<file path="config.mk">
export PLATFORM = sky130hd
export DESIGN_NAME = plot_sink
export DESIGN_NICKNAME = d
export VERILOG_FILES = /design/src/rtl/plot_sink.sv
export SDC_FILE = /design/constraint.sdc
export NUM_CORES = 1
export LEC_CHECK = 0
export CORE_MARGIN = 5
export CORE_UTILIZATION = 60
export CTS_CLUSTER_DIAMETER = 150
export DETAILED_ROUTE_END_ITERATION = 10
export PLACE_DENSITY = 0.86
export SLEW_MARGIN = 25
export SYNTH_ARGS = -nofsm -noshare
export SYNTH_HDL_FRONTEND = slang
export SYNTH_SLANG_ARGS = --single-unit
</file>
<file path="constraint.sdc">
create_clock -name CLOCK_50 -period 9.64 [get_ports CLOCK_50]
set_input_delay 1.928 -clock CLOCK_50 [delete_from_list [all_inputs] [get_ports CLOCK_50]]
set_output_delay 1.928 -clock CLOCK_50 [all_outputs]
set_load 0.01 [all_outputs]
</file>
<file path="src/rtl/plot_sink.sv">
// Pixel plot receiver: clips requests against the screen, queues them in a small FIFO
// and drains them into a framebuffer write port, counting clipped and dropped pixels.
module plot_sink #(
   parameter int WIDTH  = 160,
   parameter int HEIGHT = 120,
   parameter int DEPTH  = 8,
   parameter int ADDR_W = 15
) (
   input  logic                      CLOCK_50,
   input  logic                      reset,
   input  logic [7:0]                x,
   input  logic [6:0]                y,
   input  logic [2:0]                colour,
   input  logic                      plot,
   output logic                      ready,
   input  logic                      fb_stall,
   output logic [ADDR_W-1:0]         fb_addr,
   output logic [2:0]                fb_data,
   output logic                      fb_we,
   output logic [$clog2(DEPTH):0]    pending,
   output logic [7:0]                drop_count,
   output logic [7:0]                clip_count,
   output logic                      overflow
);

   localparam int PTR_W = $clog2(DEPTH);
   localparam int ENT_W = 18;
   localparam logic [8:0]        WIDTH_C  = 9'(WIDTH);
   localparam logic [7:0]        HEIGHT_C = 8'(HEIGHT);
   localparam logic [PTR_W:0]    DEPTH_C  = (PTR_W + 1)'(DEPTH);
   localparam logic [PTR_W:0]    CNT_ONE  = (PTR_W + 1)'(1);
   localparam logic [PTR_W-1:0]  PTR_ONE  = PTR_W'(1);
   localparam logic [ADDR_W-1:0] WIDTH_A  = ADDR_W'(WIDTH);

   logic [ENT_W-1:0]  mem_q [DEPTH];
   logic [PTR_W-1:0]  wr_ptr_q, wr_ptr_d;
   logic [PTR_W-1:0]  rd_ptr_q, rd_ptr_d;
   logic [PTR_W:0]    count_q, count_d;
   logic [ADDR_W-1:0] fb_addr_q, fb_addr_d;
   logic [2:0]        fb_data_q, fb_data_d;
   logic              fb_we_q, fb_we_d;
   logic [7:0]        drop_count_q, drop_count_d;
   logic [7:0]        clip_count_q, clip_count_d;
   logic              overflow_q, overflow_d;

   logic              full_s, empty_s, on_screen_s, push_s, pop_s, clip_s, drop_s;
   logic [ENT_W-1:0]  rd_ent_s;
   logic [7:0]        rd_x_s;
   logic [6:0]        rd_y_s;
   logic [2:0]        rd_colour_s;

   assign full_s      = (count_q == DEPTH_C);
   assign empty_s     = (count_q == '0);
   assign on_screen_s = ({1'b0, x} < WIDTH_C) && ({1'b0, y} < HEIGHT_C);
   // Clip is judged before full, so off-screen requests never count as drops.
   assign clip_s      = plot && !on_screen_s;
   assign drop_s      = plot && on_screen_s && full_s;
   assign push_s      = plot && on_screen_s && !full_s;
   assign pop_s       = !empty_s && !fb_stall;

   assign rd_ent_s    = mem_q[rd_ptr_q];
   assign rd_x_s      = rd_ent_s[17:10];
   assign rd_y_s      = rd_ent_s[9:3];
   assign rd_colour_s = rd_ent_s[2:0];

   always_comb begin
      wr_ptr_d     = wr_ptr_q;
      rd_ptr_d     = rd_ptr_q;
      count_d      = count_q;
      fb_addr_d    = fb_addr_q;
      fb_data_d    = fb_data_q;
      fb_we_d      = 1'b0;
      drop_count_d = drop_count_q;
      clip_count_d = clip_count_q;
      overflow_d   = overflow_q;

      if (push_s) begin
         wr_ptr_d = wr_ptr_q + PTR_ONE;
      end else begin
         wr_ptr_d = wr_ptr_q;
      end

      if (pop_s) begin
         rd_ptr_d  = rd_ptr_q + PTR_ONE;
         fb_addr_d = ADDR_W'(rd_y_s) * WIDTH_A + ADDR_W'(rd_x_s);
         fb_data_d = rd_colour_s;
         fb_we_d   = 1'b1;
      end else begin
         rd_ptr_d  = rd_ptr_q;
      end

      case ({push_s, pop_s})
         2'b10:   count_d = count_q + CNT_ONE;
         2'b01:   count_d = count_q - CNT_ONE;
         default: count_d = count_q;
      endcase

      if (clip_s && (clip_count_q != 8'hFF)) begin
         clip_count_d = clip_count_q + 8'd1;
      end else begin
         clip_count_d = clip_count_q;
      end

      if (drop_s) begin
         overflow_d = 1'b1;
         if (drop_count_q != 8'hFF) begin
            drop_count_d = drop_count_q + 8'd1;
         end else begin
            drop_count_d = drop_count_q;
         end
      end else begin
         overflow_d   = overflow_q;
         drop_count_d = drop_count_q;
      end
   end

   always_ff @(posedge CLOCK_50 or posedge reset) begin
      if (reset) begin
         wr_ptr_q     <= '0;
         rd_ptr_q     <= '0;
         count_q      <= '0;
         fb_addr_q    <= '0;
         fb_data_q    <= 3'b000;
         fb_we_q      <= 1'b0;
         drop_count_q <= 8'd0;
         clip_count_q <= 8'd0;
         overflow_q   <= 1'b0;
      end else begin
         wr_ptr_q     <= wr_ptr_d;
         rd_ptr_q     <= rd_ptr_d;
         count_q      <= count_d;
         fb_addr_q    <= fb_addr_d;
         fb_data_q    <= fb_data_d;
         fb_we_q      <= fb_we_d;
         drop_count_q <= drop_count_d;
         clip_count_q <= clip_count_d;
         overflow_q   <= overflow_d;
      end
   end

   // Storage needs no reset: an entry is only read after it has been written.
   always_ff @(posedge CLOCK_50) begin
      if (push_s) begin
         mem_q[wr_ptr_q] <= {x, y, colour};
      end
   end

   assign ready      = !full_s;
   assign fb_addr    = fb_addr_q;
   assign fb_data    = fb_data_q;
   assign fb_we      = fb_we_q;
   assign pending    = count_q;
   assign drop_count = drop_count_q;
   assign clip_count = clip_count_q;
   assign overflow   = overflow_q;

endmodule
</file>
==> flow_metrics.env <==
export IMPL_cts_resized=0
export IMPL_synth_top_area_share=0.554
export IMPL_die_w_um=124
export IMPL_area_growth_syn_to_layout_pct=17.7
export IMPL_clock_sinks=190
export IMPL_drtAntennaViolNets=0
export IMPL_clk_pin_slew_worst_paths_ns=0.06
export IMPL_grt_start_max_net_pins=47
export IMPL_cts_tree="yes"
export IMPL_power_density_nw_per_um2=330
export IMPL_rsz0062_at_grt="false"
export IMPL_rr_endpoint="fb_addr[13]"
export IMPL_initial_core_util=0.616
export IMPL_die_h_um=124
export IMPL_antenna_found_initial=0
export IMPL_worstPathRequired_ns=9.75
export IMPL_synth_ff_type="edfxtp_1"
export IMPL_layout_setup_ws_ns=5.31
export IMPL_hold_viol=0
export IMPL_setup_violations=0
export IMPL_slew_headroom=0.341
export IMPL_num_io_pins=63
export IMPL_synth_top_area_cell="edfxtp_1"
export IMPL_hold_ws_ns=0.475
export IMPL_pre_cts_ws_ns=4.93
export IMPL_synth_area_leaders="edfxtp_1 (55%), dfrtp_1 (15%), mux4_2 (10%)"
export IMPL_timing_fmax_mhz=231
export IMPL_wl_met1_mm=5.90
export IMPL_drt_iter0_drc=407
export IMPL_cts_max_path_buffers=2
export IMPL_tns_ns=0
export IMPL_hp_class="flop to flop"
export IMPL_min_period_ns=4.33
export IMPL_drt_wl_total_mm=14.6
export IMPL_fp_row_count=41
export IMPL_path_cells="clkdlybuf4s50_1 -> o21ai_0 -> and2_1 -> and3_1 -> nand2b_1 -> nor2_1 -> buf_4"
export IMPL_grt_overflow_total=0
export IMPL_async_flop_share=0.242
export IMPL_critPathKind="input pin to flop"
export IMPL_grt_pass1_vias=4253
export IMPL_ir_drop_uv=164
export IMPL_grt_usage=0.212
export IMPL_whs_endpoint="overflow"
export IMPL_fill_cells=762
export IMPL_wire_per_inst_um=20.7
export IMPL_yosysMostFrequentCell="edfxtp_1"
export IMPL_avgSynthCellArea_um2=17.7
export IMPL_hold_depth=1
export IMPL_reg2reg_from="rd_ptr_q[0]"
export IMPL_port_buffers=62
export IMPL_design_die_area_um2=15400
export IMPL_period_share=0.449
export IMPL_wl_met2_mm=7.34
export IMPL_yosysWarnings=0
export IMPL_crit_path_top_delay_cell="clkdlybuf4s50_1"
export IMPL_worstSetupStartpointType="input pin"
export IMPL_worst_setup_path_end_kind="flop"
export IMPL_ys_types=38
export IMPL_vias=4097
export IMPL_synth_edff_count=144
export IMPL_clock_latency_ns=0.43
export IMPL_synth_nets=487
export IMPL_final_nets=565
export IMPL_first_pass_iters=5
export IMPL_reg2reg_depth=13
export IMPL_cpPeakStageDelay_ns=0.55
export IMPL_worst_pin_slew_ns=0.985
export IMPL_h_tree_depth=4
export IMPL_status="complete, no violations"
export IMPL_routabilityCongestion=0.757
export IMPL_hpwl_mm=9.56
export IMPL_synthCells=442
export IMPL_core_um2=12700
export IMPL_syn_cell_area_um2=7810
export IMPL_p_leak_nw=3.31
export IMPL_critPathArrivalTime_ns=4.44
export IMPL_root_buffer="clkbuf_16"
export IMPL_grt_pass1_wl_mm=23.5
export IMPL_utilization=0.725
export IMPL_wl_met3_mm=1.02
export IMPL_cts_made_buffers=17
export IMPL_crit_fanout=13
export IMPL_ys_ff_latch=190
export IMPL_hold_buffers=0
export IMPL_drc=0
export IMPL_r2r_slack_ns=5.42
export IMPL_via_per_inst=5.81
export IMPL_num_antenna_cells=0
export IMPL_cap_violations=0
export IMPL_fin_skew_ns=0.0120
export IMPL_routed_top_layer="met4"
export IMPL_hold_path_startpoint="overflow"
export IMPL_synthTopCellsByCount="edfxtp_1 (144), dfrtp_1 (46), nand2_1 (36)"
export IMPL_post_cts_setup_buffer_count=0
export IMPL_slew_violations=0
export IMPL_ys_seq_area_frac=0.701
export IMPL_drive_above_1_share=0.173
[how the worst max path moves through the flow]
stage | startpoint | to | slack (ns) | cells past startpoint
floorplan | x[6] | mem_q[0][0] | 5.32 | 5
global placement | fb_stall | pending[3] | 4.99 | 10
detailed placement | x[6] | mem_q[0][12] | 4.93 | 6
CTS | x[6] | mem_q[0][6] | 5.34 | 6
global route | rd_ptr_q[0] | fb_addr[13] | 5.08 | 13
finish | x[6] | mem_q[4][13] | 5.31 | 7
[cells by family after synthesis]
family / Yosys count / share of synthesized area
flops: 190 / 0.701
xor+xnor: 33 / 0.0380
mux: 58 / 0.135
simple gates: 83 / 0.0506
fa+ha+maj: 23 / 0.0397
compound gates: 31 / 0.0221
buf+inv: 24 / 0.0131
[sequential cells by signal, summed over array words and instances (netlist names)]
signal / count
drop_count: 8
fb_we: 1
fb_addr: 15
wr_ptr_q: 3
mem_q: 144
clip_count: 8
pending: 4
overflow: 1
rd_ptr_q: 3
fb_data: 3
[area by class of cell]
class | count | area (um2) | area share
flip-flops and latches | 190 | 5480 | 0.596
multi-input cells | 228 | 2250 | 0.245
repair buffers | 72 | 696 | 0.0757
clock buffers | 21 | 440 | 0.0479
well taps | 172 | 215 | 0.0234
clock inverters | 11 | 70.1 | 0.00763
inverters | 11 | 42.5 | 0.00463
[power by group]
part / leakage (nW) / switching [W] / internal [W]
sequential: 1.87 / 0.0000836 / 0.00103
clock: 0.243 / 0.000279 / 0.000327
combinational: 1.20 / 0.000671 / 0.000644
total: 3.31 / 0.00103 / 0.00200
[worst max-delay path, delay by kind of cell]
| family | cells | cell delay (ns) |
|---|---|---|
| AOI/OAI and AO/OA | 1 | 0.32 |
| buffers and inverters | 2 | 0.91 |
| and+or+nand+nor | 4 | 1.28 |
[per-stage QoR]
stage	power (W)	instance area (um2)	cells
after global routing	0.00324	9190	705
after global placement	0.00239	8680	673
final	0.00303	9190	705
after CTS	0.00306	9190	705
after detailed placement	0.00244	8680	673
after floorplan	0.00205	7810	442
[routing by layer]
layer,GRT usage,up-vias
li1,-,1865
met5,0,-
met3,0.0490,32
met1,0.286,2046
met4,0.0876,0
met2,0.338,154
[cell usage in the layout, fill, tap and decap left out, types with 4 or more instances in the layout]
cell / n
xor2_1: 11
edfxtp_1: 144
o21ai_1: 15
inv_1: 7
dfrtp_1: 45
ha_1: 20
nand2_1: 36
and3_1: 5
clkdlybuf4s50_1: 62
mux2_2: 7
nand4_1: 8
nor2_1: 17
clkinv_2: 6
mux4_2: 35
o21ai_0: 5
xnor2_1: 21
clkbuf_1: 4
nand2b_1: 4
buf_4: 10
clkbuf_16: 17
mux2i_1: 11
Note: power is estimated with default switching activity, not from simulation.
